**config.mk**
```make
export PLATFORM = sky130hd
export DESIGN_NAME = control_unit_flat
export DESIGN_NICKNAME = d
export VERILOG_FILES = /design/src/rtl/control_unit_if.sv /design/src/rtl/control_unit.sv /design/src/flat_wrapper.sv
export SDC_FILE = /design/constraint.sdc
export NUM_CORES = 1
export LEC_CHECK = 0
export CAP_MARGIN = 20
export CORE_ASPECT_RATIO = 1.2
export CORE_MARGIN = 4
export CORE_UTILIZATION = 37
export CTS_CLUSTER_DIAMETER = 100
export CTS_CLUSTER_SIZE = 12
export DETAILED_ROUTE_END_ITERATION = 10
export PLACE_DENSITY = 0.67
export SLEW_MARGIN = 20
export SYNTH_ARGS = -nofsm -noshare
export SYNTH_HDL_FRONTEND = slang
export SYNTH_SLANG_ARGS = --single-unit
```
**constraint.sdc**
```tcl
create_clock -name clk -period 1.71 [get_ports clk]
set_input_delay 0.342 -clock clk [delete_from_list [all_inputs] [get_ports clk]]
set_output_delay 0.342 -clock clk [all_outputs]
set_load 0.02 [all_outputs]
```
**src/rtl/control_unit_if.sv**
```systemverilog
// Control/bus bundle between the sequencer, its synchronous instruction ROM and the datapath.
// master = control_unit; slave = ROM/datapath side.
interface control_unit_if #(
  parameter int PC_W = 8
);
  logic            start;
  logic [PC_W-1:0] imem_addr;
  logic [15:0]     imem_rdata;
  logic            alu_en;
  logic [3:0]      alu_opcode;
  logic [7:0]      user_write_data;
  logic [3:0]      write_addr;
  logic [3:0]      ra_addr;
  logic [3:0]      rb_addr;
  logic            write_en;
  logic            alu_zero;
  logic            alu_carry;
  logic            busy;
  logic            halted;

  modport master (
    input  start, imem_rdata, alu_zero, alu_carry,
    output imem_addr, alu_en, alu_opcode, user_write_data, write_addr,
           ra_addr, rb_addr, write_en, busy, halted
  );

  modport slave (
    output start, imem_rdata, alu_zero, alu_carry,
    input  imem_addr, alu_en, alu_opcode, user_write_data, write_addr,
           ra_addr, rb_addr, write_en, busy, halted
  );
endinterface

```
**src/rtl/control_unit.sv**
```systemverilog
// Three-cycle FETCH/DECODE/EXEC sequencer for a 16-bit ISA: fetches from a synchronous ROM,
// drives regfile/ALU controls for one EXEC cycle and resolves JMP/BZ/BC from registered flags.
module control_unit #(
  parameter int PC_W = 8
) (
  input  logic           clk,
  input  logic           rst,
  control_unit_if.master bus
);
  typedef enum logic [2:0] {
    S_IDLE,
    S_FETCH,
    S_DECODE,
    S_EXEC,
    S_HALT
  } state_t;

  localparam logic [3:0] OP_ALU_MAX = 4'h9;
  localparam logic [3:0] OP_LDI     = 4'hA;
  localparam logic [3:0] OP_JMP     = 4'hB;
  localparam logic [3:0] OP_BZ      = 4'hC;
  localparam logic [3:0] OP_BC      = 4'hD;
  localparam logic [3:0] OP_HALT    = 4'hF;

  state_t          state_reg;
  logic [PC_W-1:0] pc_reg;
  logic [15:0]     instr_reg;
  logic            z_reg;
  logic            c_reg;
  logic            alu_en_reg;
  logic            write_en_reg;
  logic [7:0]      user_write_data_reg;

  logic [3:0]      exec_op;
  logic [3:0]      fetch_op;
  logic            taken;
  logic [PC_W-1:0] pc_next;

  assign exec_op  = instr_reg[15:12];
  assign fetch_op = bus.imem_rdata[15:12];

  always_comb begin
    taken   = (exec_op == OP_JMP) ||
              ((exec_op == OP_BZ) && z_reg) ||
              ((exec_op == OP_BC) && c_reg);
    pc_next = taken ? PC_W'(instr_reg[7:0]) : pc_reg + PC_W'(1);
  end

  always_ff @(posedge clk) begin
    if (rst) begin
      state_reg           <= S_IDLE;
      pc_reg              <= '0;
      instr_reg           <= '0;
      z_reg               <= 1'b0;
      c_reg               <= 1'b0;
      alu_en_reg          <= 1'b0;
      write_en_reg        <= 1'b0;
      user_write_data_reg <= '0;
    end else begin
      case (state_reg)
        S_IDLE, S_HALT: begin
          if (bus.start) begin
            pc_reg    <= '0;
            z_reg     <= 1'b0;
            c_reg     <= 1'b0;
            state_reg <= S_FETCH;
          end
        end
        S_FETCH: state_reg <= S_DECODE;
        S_DECODE: begin
          // Controls are decoded straight off the ROM word so they are registered for EXEC.
          instr_reg           <= bus.imem_rdata;
          alu_en_reg          <= (fetch_op <= OP_ALU_MAX);
          write_en_reg        <= (fetch_op <= OP_LDI);
          user_write_data_reg <= (fetch_op == OP_LDI) ? bus.imem_rdata[7:0] : 8'h00;
          state_reg           <= S_EXEC;
        end
        S_EXEC: begin
          alu_en_reg          <= 1'b0;
          write_en_reg        <= 1'b0;
          user_write_data_reg <= '0;
          if (exec_op <= OP_ALU_MAX) begin
            z_reg <= bus.alu_zero;
            c_reg <= bus.alu_carry;
          end
          if (exec_op == OP_HALT) begin
            state_reg <= S_HALT;
          end else begin
            pc_reg    <= pc_next;
            state_reg <= S_FETCH;
          end
        end
        default: state_reg <= S_IDLE;
      endcase
    end
  end

  // The address register is the pc itself: it only moves at the end of EXEC or on start.
  assign bus.imem_addr       = pc_reg;
  assign bus.alu_en          = alu_en_reg;
  assign bus.alu_opcode      = instr_reg[15:12];
  assign bus.user_write_data = user_write_data_reg;
  assign bus.write_addr      = instr_reg[11:8];
  assign bus.ra_addr         = instr_reg[7:4];
  assign bus.rb_addr         = instr_reg[3:0];
  // A reset arriving in EXEC must kill the regfile write on that same edge.
  assign bus.write_en        = write_en_reg & ~rst;
  assign bus.busy            = (state_reg == S_FETCH) || (state_reg == S_DECODE) ||
                               (state_reg == S_EXEC);
  assign bus.halted          = (state_reg == S_HALT);
endmodule
```
**src/flat_wrapper.sv**
```systemverilog
// flat-port wrapper written by rule: the top's interface ports become plain ports
module control_unit_flat 
#(
  parameter int PC_W = 8
)
  (clk, rst, bus_start, bus_imem_rdata, bus_alu_zero, bus_alu_carry, bus_imem_addr, bus_alu_en, bus_alu_opcode, bus_user_write_data, bus_write_addr, bus_ra_addr, bus_rb_addr, bus_write_en, bus_busy, bus_halted);
  control_unit_if #(.PC_W(PC_W)) bus_i ();
  input  logic clk;
  input  logic rst;
  input wire logic [$bits(bus_i.start)-1:0] bus_start;
  input wire logic [$bits(bus_i.imem_rdata)-1:0] bus_imem_rdata;
  input wire logic [$bits(bus_i.alu_zero)-1:0] bus_alu_zero;
  input wire logic [$bits(bus_i.alu_carry)-1:0] bus_alu_carry;
  output wire logic [$bits(bus_i.imem_addr)-1:0] bus_imem_addr;
  output wire logic [$bits(bus_i.alu_en)-1:0] bus_alu_en;
  output wire logic [$bits(bus_i.alu_opcode)-1:0] bus_alu_opcode;
  output wire logic [$bits(bus_i.user_write_data)-1:0] bus_user_write_data;
  output wire logic [$bits(bus_i.write_addr)-1:0] bus_write_addr;
  output wire logic [$bits(bus_i.ra_addr)-1:0] bus_ra_addr;
  output wire logic [$bits(bus_i.rb_addr)-1:0] bus_rb_addr;
  output wire logic [$bits(bus_i.write_en)-1:0] bus_write_en;
  output wire logic [$bits(bus_i.busy)-1:0] bus_busy;
  output wire logic [$bits(bus_i.halted)-1:0] bus_halted;
  assign bus_i.start = bus_start;
  assign bus_i.imem_rdata = bus_imem_rdata;
  assign bus_i.alu_zero = bus_alu_zero;
  assign bus_i.alu_carry = bus_alu_carry;
  assign bus_imem_addr = bus_i.imem_addr;
  assign bus_alu_en = bus_i.alu_en;
  assign bus_alu_opcode = bus_i.alu_opcode;
  assign bus_user_write_data = bus_i.user_write_data;
  assign bus_write_addr = bus_i.write_addr;
  assign bus_ra_addr = bus_i.ra_addr;
  assign bus_rb_addr = bus_i.rb_addr;
  assign bus_write_en = bus_i.write_en;
  assign bus_busy = bus_i.busy;
  assign bus_halted = bus_i.halted;
  control_unit #(.PC_W(PC_W)) u_core (.clk(clk), .rst(rst), .bus(bus_i));
endmodule
```
==> results_dict.tcl, run 1 <==
set metrics [dict create \
    yosys-top-cells-area "dfxtp_1 45%, nand2_1 8.3%, a21oi_1 5.8%" \
    multi_input_area_um2 861 \
    num_rows 26 \
    post-route-period-util 0.957 \
    numPortBuffers 56 \
    endpoint_kind "output pin" \
    worstReg2RegStart "u_core.instr_reg[12]$_SDFFE_PP0P_" \
    finalSetupViolCount 0 \
    vias_per_cell 5.10 \
    cap_violations 0 \
    firstDrtPassIters 4 \
    vdd_drop_max_mv 0.574 \
    grt_overflow_total 0 \
    grt_pass1_wl_mm 7.16 \
    cp_num_buf_inv 1 \
    final_nets 294 \
    critPathMaxStageDelay_ps 340 \
    routed-via-count 1679 \
    hold_end "u_core.instr_reg[11]$_SDFFE_PP0P_" \
    ioPinCount 57 \
    r2r_end "u_core.bus.imem_addr[0]$_SDFFE_PP0P_" \
    cts.htree.levels 2 \
    synth.avg_cell_area_um2 8.43 \
    cp-start-kind "flip-flop" \
    syn_nets 226 \
    rr_worst_depth 5 \
    synth_top_area_cell "dfxtp_1" \
    dp.cells 321 \
    cts_max_path_buffers 2 \
    fin_crit_ps 1640 \
    yosysTopAreaCellShare 0.454 \
    cts_buffers 5 \
    total_power_w 0.00209 \
    clkSlewWorstSetupHoldPaths_ps 80 \
    yosysWarnings 0 \
    grt_antenna_before_repair 0 \
    r2r_slack_ps 120 \
    skew_ps 4.99 \
    coreArea_mm2 0.00436 \
    routed_wl_mm 4.43 \
    cp_max_fo 3 \
    wl_per_cell_um 13.4 \
    status "finished clean" \
    hold_violations 0 \
    fmax_mhz 611 \
    clock_sinks 39 \
    cp_data_arrival_time_ps 1290 \
    synth-seq-cells 39 \
    hold_start "u_core.instr_reg[11]$_SDFFE_PP0P_" \
    synth_edf_count 0 \
    route.detailed.drc 0 \
    criticalPathCategory "flip-flop to output pin" \
    final-seq-area_um2 781 \
    path_cells "nor2_1 -> and2_1 -> dlygate4sd2_1" \
    cp.required_ps 1370 \
    n_antenna_cell 0 \
    stdcell_count 329 \
    dominantRegCellSynth "dfxtp_1" \
    post_cts_buffers 0 \
    die_h_um 82.7 \
    largest_reg_flops 16 \
    grt_max_degree 32 \
    post-route-util 0.580 \
    cts_tree "yes" \
    ys_types 42 \
    postSynthCellCount 204 \
    final_max_slew_viol_count 0 \
    clock_latency_ps 290 \
    cts-root-buf "clkbuf_8" \
    dp_hpwl_mm 3.27 \
    fillers 429 \
    maxSlewHeadroom 0.699 \
    whs_path_depth 2 \
    area_growth_pct 47.2 \
    syn-cell-area_mm2 0.00172 \
    drtIter0Drc 103 \
    crit_family "simple AND/OR/NAND/NOR gates" \
    async_flop_share 0 \
    hold_class "flip-flop to flip-flop" \
    slowest_stage "dlygate4sd2_1" \
    grt_setup_unrepaired "no" \
    postRouteAntennaNets 0 \
    start_util 0.394 \
    cellPowerDensity_mw_per_mm2 827 \
    grt_pass1_vias 1575 \
    dieArea_mm2 0.00581 \
    gp_congestion 0.799 \
    seq_area_frac_synth 0.454 \
    worst_slew_pin_slew_ps 451 \
    p_leak_nw 1.05 \
    grt_util_all_layers 0.153 \
    drive_gt1_frac 0.117 \
    die_x_um 70.2 \
]
## cell families (layout without fill, tap and decap cells)
| logic type | after synthesis | count (layout) | share of synthesized area |
|---|---|---|---|
| AOI/OAI and AO/OA | 53 | 53 | 0.207 |
| xor gates and xnor gates | 1 | 1 | 0.00510 |
| adders and majority gates | 1 | 1 | 0.00728 |
| buffers and inverters | 18 | 87 | 0.0451 |
| DFF | 39 | 39 | 0.454 |
| muxes | 6 | 6 | 0.0378 |
| and+or+nand+nor | 86 | 86 | 0.243 |
## layer usage
layer  vias up  track usage  wire length, um
met5         -            0                0
met4         0       0.0632               40
met3         2       0.0315              156
met2        34        0.266             2210
met1       787        0.185             2020
li1        856            -                -
## stage by stage
step                setup slack (ps)  hold slack [ps]  TNS, ps  cell area (um^2)
floorplan                       16.7              431        0              1720
global placement                -168              443    -1180              2430
detailed placement              -155              447    -1370              2430
CTS                             5.68              458        0              2510
global route                    5.98              473        0              2530
finish                          73.0              454        0              2530
## worst max path at each step
stage	end	cells after the start	from	slack, ps
2_1_floorplan	u_core.bus.imem_addr[0]$_SDFFE_PP0P_	5	u_core.instr_reg[12]$_SDFFE_PP0P_	20
3_3_place_gp	bus_write_en	3	rst	-170
3_5_place_dp	bus_write_en	3	rst	-160
4_1_cts	bus_imem_addr[5]	1	u_core.bus.imem_addr[5]$_SDFFE_PP0P_	6
5_1_grt	bus_halted	3	u_core.state_reg[1]$_SDFFE_PP0P_	6
6_report	bus_halted	3	u_core.state_reg[0]$_SDFFE_PP0P_	70
## power breakdown
part / total [W] / switching (W) / leakage, nW / internal [W]
Combinational: 0.000482 / 0.000260 / 0.692 / 0.000221
Clock: 0.000612 / 0.000328 / 0.0402 / 0.000284
Sequential: 0.00100 / 0.0000398 / 0.316 / 0.000960
Total: 0.00209 / 0.000628 / 1.05 / 0.00147
## what timing repair did
| action | CTS | global route |
|---|---|---|
| gates resized for setup | 6 | 7 |
| setup endpoints to repair | 6 | 7 |
| hold buffers | 0 | 0 |
## worst min-delay path, delay by kind of cell (launching register included)
kind	cells	cell delay (ps)
and+or+nand+nor	1	50
DFF	1	310
AOI/OAI and AO/OA	1	50
## cell usage after synthesis (2+ instances only)
library cell	number
dfxtp_1	39
nand2_1	38
a21oi_1	20
nor2_1	19
a22oi_1	10
clkbuf_1	7
inv_1	7
a31oi_1	6
mux2i_1	5
nor3_1	5
o211ai_1	4
o22ai_1	4
nand3_1	3
nand3b_1	3
buf_2	2
nand4_1	2
nand4b_1	2
o21a_1	2
o21ai_0	2
or2_2	2
## placed cells by master (no fill, tap or decap), drive strengths merged, types with 2 or more instances in the layout
cell type and instances:
clkinvlp 2, nand4b 2, nand4 2, a22oi 10, a21oi 20, or2 2, o21ai 3, nand3b 3
o21a 2, o22ai 4, nor3 5, dfxtp 39, nand3 3, o211ai 4, dlygate4sd2 6, dlymetal6s2s 7
clkdlybuf4s50 43, nor2 21, buf 16, mux2i 5, inv 7, nand2 38, a31oi 6, clkbuf 5
## cell type report
class | instances | share of cell area
Inverter | 7 | 0.0104
Sequential cell | 39 | 0.309
Clock buffer | 5 | 0.0272
Clock inverter | 3 | 0.00791
Tap cell | 56 | 0.0277
Multi-Input combinational cell | 147 | 0.340
Timing Repair Buffer | 72 | 0.278
Note: power is estimated with default switching activity, not from simulation.
==> run 2, diff against run 1 <==
CORE_UTILIZATION = 45   (was 37)
PLACE_DENSITY = 0.79   (was 0.67)
clock period = 1.9 ns   (was 1.71 ns; I/O delays follow)
==> run 2 against run 1 <==
Compared with the run above: register-to-register slack improved by 150 ps; power increased by 2.9%; sequential power decreased by 9%; flip-flop and latch count unchanged; wire length decreased by 0.56%; critical path type unchanged; largest power group unchanged; combinational power decreased by 13%; clock-buffer cell count unchanged; critical path depth unchanged.
==> results_dict.tcl, run 2 (synthesis gave the netlist of run 1 again) <==
set metrics [dict create \
    die_x_um 64.4 \
    grt_util_all_layers 0.188 \
    stdcell_count 319 \
    cts_buffers 5 \
    endpoint_kind "output pin" \
    dp.cells 311 \
    layout_commonest_cell "clkdlybuf4s50_1" \
    dp_hpwl_mm 3.23 \
    finalSetupViolCount 0 \
    status "finished clean" \
    hold_start "u_core.instr_reg[11]$_SDFFE_PP0P_" \
    numPortBuffers 56 \
    worst_slew_pin_slew_ps 571 \
    cp_max_fo 7 \
    coreArea_mm2 0.00366 \
    final_nets 288 \
    dieArea_mm2 0.00488 \
    clock_latency_ps 290 \
    cts.htree.levels 2 \
    clkSlewWorstSetupHoldPaths_ps 80 \
    wl_per_cell_um 13.8 \
    grt_pass1_wl_mm 7.11 \
    grt_pass1_vias 1572 \
    routed_wl_mm 4.40 \
    post-route-period-util 0.969 \
    num_rows 24 \
    criticalPathCategory "flip-flop to output pin" \
    wl_met2_mm 2.17 \
    pre_cts_ws_ps -28.8 \
    vias_per_cell 5.19 \
    cp-start-kind "flip-flop" \
    cap_violations 0 \
    cp.required_ps 1520 \
    total_power_w 0.00215 \
    n_antenna_cell 0 \
    fin_crit_ps 1840 \
    dr.max_layer_used "met4" \
    routed-via-count 1655 \
    gp_congestion 0.817 \
    hold_class "flip-flop to flip-flop" \
    maxSlewHeadroom 0.616 \
    cp_data_arrival_time_ps 1460 \
    grt_overflow_total 0 \
    route.detailed.drc 0 \
    drive_gt1_frac 0.101 \
    skew_ps 6.45 \
    ioPinCount 57 \
    fin_ws_ps 58.4 \
    largest_reg_flops 16 \
    wl_met1_mm 1.97 \
    fin_setup_tns_ps 0 \
    p_leak_nw 0.895 \
    grt_antenna_before_repair 0 \
    cts-root-buf "clkbuf_8" \
    cts_max_path_buffers 2 \
    die_h_um 75.7 \
    met3_length_um 191 \
    grt_max_degree 29 \
    area_growth_pct 46.4 \
    ctsHoldBuffers 0 \
    holdWs_ps 457 \
    critPathLaunch "u_core.state_reg[1]$_SDFFE_PP0P_" \
    layout_common_cells "54 x clkdlybuf4s50_1, 38 x nand2_1, 38 x dfxtp_1" \
    cellPowerDensity_mw_per_mm2 856 \
    fmax_mhz 543 \
    clock_sinks 39 \
    grt_setup_unrepaired "no" \
    final_max_slew_viol_count 0 \
    postRouteAntennaNets 0 \
    start_util 0.469 \
    cts_tree "yes" \
    vdd_drop_max_mv 0.724 \
    drtIter0Drc 68 \
    firstDrtPassIters 4 \
    worstReg2RegStart "u_core.instr_reg[15]$_SDFFE_PP0P_" \
    hold_violations 0 \
]
## run 2: cell types whose count changed in the layout (fill, tap and decap cells not counted), sizes merged
cell / before / now
clkdlybuf4s50: 43 / 54
dlymetal6s2s: 7 / 0
buf: 16 / 10
dlygate4sd2: 6 / 2
bufinv: 0 / 2
clkinv: 1 / 0
clkinvlp: 2 / 1
## run 2: cell type report
cell class,instances,area [um^2]
clock buffers,5,68.8
clock inverters,3,67.6
fillers,306,1150
inverters,7,26.3
multi-input cells,147,861
flip-flops and latches,39,782
well taps,52,65.1
repair buffers,66,646
## run 2: path summary, 6_finish.rpt
path | end | slack, ps | depth (start not counted)
worst max-delay path | bus_busy | 60 | 3
worst min-delay path | u_core.instr_reg[11]$_SDFFE_PP0P_ | 460 | 2
worst max register to register | u_core.bus.imem_addr[0]$_SDFFE_PP0P_ | 270 | 5
worst min register to register | u_core.instr_reg[11]$_SDFFE_PP0P_ | 460 | 2
## run 2: metal layers
layer / vias to the layer above / GRT usage
li1: 846 / -
met1: 769 / 0.224
met2: 34 / 0.330
met3: 6 / 0.0516
met4: 0 / 0.0634
met5: - / 0
## run 2: stage by stage
step / utilization / cell area (um^2)
floorplan: - / 1720
CTS: 0.687 / 2520
global route: 0.687 / 2520
finish: 0.687 / 2520
global placement: 0.650 / 2380
detailed placement: 0.650 / 2380
## run 2: critical path, cell delays in order (launching register included)
cell,delay [ps]
dfxtp_2,400
nor2_1,80
nor2_1,80
clkdlybuf4s50_1,610
## run 2: power by group
part | leakage (nW) | internal [W] | total, W | switching [W]
sequential | 0.316 | 0.000865 | 0.000913 | 0.0000483
clock | 0.0644 | 0.000524 | 0.000820 | 0.000297
combinational | 0.514 | 0.000197 | 0.000419 | 0.000222
total | 0.895 | 0.00159 | 0.00215 | 0.000567
## run 2: timing repair
action | in CTS | in global routing
buffers inserted | 0 | 0
setup endpoints to repair | 3 | 0
resized for setup | 3 | 0
==> run 3, diff against run 2 <==
SKIP_CTS_REPAIR_TIMING = 1   (was unset)
TNS_END_PERCENT = 5   (was unset)
==> run 3 against run 2 <==
Compared with the run above: setup slack lost 0.81 ps; largest cell class unchanged; first-iteration DRC count is the same; core utilization grew 0.20 points; final cell count is the same; flip-flop and latch count is the same; fmax is essentially flat; clock-buffer cell count is the same; register-to-register slack is essentially flat; global-route usage is the same; combinational power is essentially flat; critical endpoint unchanged; die area is the same.
==> results_dict.tcl, run 3 (synthesis gave the netlist of run 1 again) <==
set metrics [dict create \
    layout_commonest_cell "clkdlybuf4s50_1" \
    stdcell_area_mm2 0.00252 \
    routed-via-count 1654 \
    hold_violations 0 \
    critPathLaunch "u_core.state_reg[1]$_SDFFE_PP0P_" \
    path_cells "nor2_1 -> nor2_1 -> clkdlybuf4s50_1" \
    postRouteAntennaNets 0 \
    grt_overflow_total 0 \
    numPortBuffers 56 \
    grt_util_all_layers 0.188 \
    criticalPathCategory "flip-flop to output pin" \
    cp_max_fo 7 \
    hold_start "u_core.instr_reg[11]$_SDFFE_PP0P_" \
    cellPowerDensity_mw_per_mm2 853 \
    drive_gt1_frac 0.101 \
    p_leak_nw 0.922 \
    slowest_stage "clkdlybuf4s50_1" \
    cts_tree "yes" \
    route.detailed.drc 0 \
    firstDrtPassIters 5 \
    coreArea_mm2 0.00366 \
    grt_pass1_vias 1572 \
    wl_per_cell_um 13.8 \
    fin_crit_ps 1840 \
    die_h_um 75.7 \
    grt_pass1_wl_mm 7.11 \
    clock_latency_ps 290 \
    grt_max_degree 29 \
    drtIter0Drc 68 \
    vias_per_cell 5.18 \
    maxSlewHeadroom 0.614 \
    cp_data_arrival_time_ps 1460 \
    endpoint_kind "output pin" \
    crit_cells 3 \
    ioPinCount 57 \
    cts.htree.levels 2 \
    dp.cells 311 \
    rr_worst_depth 5 \
    cp-start-kind "flip-flop" \
    finalSetupViolCount 0 \
    post-route-period-util 0.970 \
    final_max_slew_viol_count 0 \
    cp.required_ps 1520 \
    gp_congestion 0.817 \
    die_x_um 64.4 \
    clkSlewWorstSetupHoldPaths_ps 80 \
    cpMostUsedCell "nor2_1" \
    hold_class "flip-flop to flip-flop" \
    whs_path_depth 2 \
    dpl_cell_area_mm2 0.00238 \
    cts_max_path_buffers 2 \
    start_util 0.469 \
    fillers 303 \
    clock_sinks 39 \
    worst_slew_pin_slew_ps 574 \
    grt_setup_unrepaired "no" \
    cts-root-buf "clkbuf_8" \
    worstReg2RegStart "u_core.instr_reg[15]$_SDFFE_PP0P_" \
    skew_ps 6.22 \
    vdd_drop_max_mv 0.724 \
    post-route-util 0.689 \
    crit_family "buffers and inverters" \
    fmax_mhz 543 \
    num_rows 24 \
    cap_violations 0 \
    routed_wl_mm 4.39 \
    dp_hpwl_mm 3.23 \
    grt_antenna_before_repair 0 \
    cp_num_buf_inv 1 \
    layout_common_cells "54 x clkdlybuf4s50_1, 38 x nand2_1, 38 x dfxtp_1" \
    cts_buffers 5 \
    final_nets 288 \
    n_antenna_cell 0 \
    status "finished clean" \
    critPathMaxStageDelay_ps 610 \
    dieArea_mm2 0.00488 \
    stdcell_count 319 \
    area_growth_pct 46.8 \
    largest_reg_flops 16 \
]
## run 3: cell count changes in the layout (fill, tap and decap cells not counted)
cell | previous run | this run
dlygate4sd2_1 | 2 | 0
dlymetal6s2s_1 | 0 | 2
## run 3: final timing paths
| kind | slack, ps | to |
|---|---|---|
| setup / recovery | 60 | bus_busy |
| hold / removal | 460 | u_core.instr_reg[11]$_SDFFE_PP0P_ |
| setup reg to reg | 270 | u_core.bus.imem_addr[0]$_SDFFE_PP0P_ |
| hold reg to reg | 460 | u_core.instr_reg[11]$_SDFFE_PP0P_ |
## run 3: layout make-up
type	instances	area, um^2	area share
inverters	7	26.3	0.0104
flip-flops and latches	39	782	0.310
clock buffers	5	68.8	0.0273
well taps	52	65.1	0.0258
repair buffers	66	653	0.259
multi-input cells	147	861	0.341
clock inverters	3	67.6	0.0268
## run 3: power by group
group / total [W] / internal, W / switching, W
registers: 0.000913 / 0.000865 / 0.0000484
logic: 0.000421 / 0.000198 / 0.000223
clock network: 0.000820 / 0.000524 / 0.000296
total: 0.00215 / 0.00159 / 0.000567
## run 3: routing by layer
layer	GRT usage	part of all wire	up-vias	routed length, um
li1	-	-	846	-
met1	0.224	0.45	772	1980
met2	0.330	0.49	30	2170
met3	0.0516	0.041	6	182
met4	0.0634	0.014	0	62
met5	0	0	-	0
## run 3: metrics by stage
step                total power, W  TNS [ps]  hold WS, ps  setup slack (ps)
global route               0.00225         0          481              3.27
floorplan                  0.00115         0          431               207
CTS                        0.00217      -173          461              -109
global placement           0.00134     -40.4          442             -40.4
detailed placement         0.00135     -79.3          451             -28.8
finish                     0.00215         0          457              57.6
## run 3: tightest hold or removal path: stages, from the launching register on
cell and delay [ps]:
dfxtp_1 310, nand2_1 50, a21oi_1 50
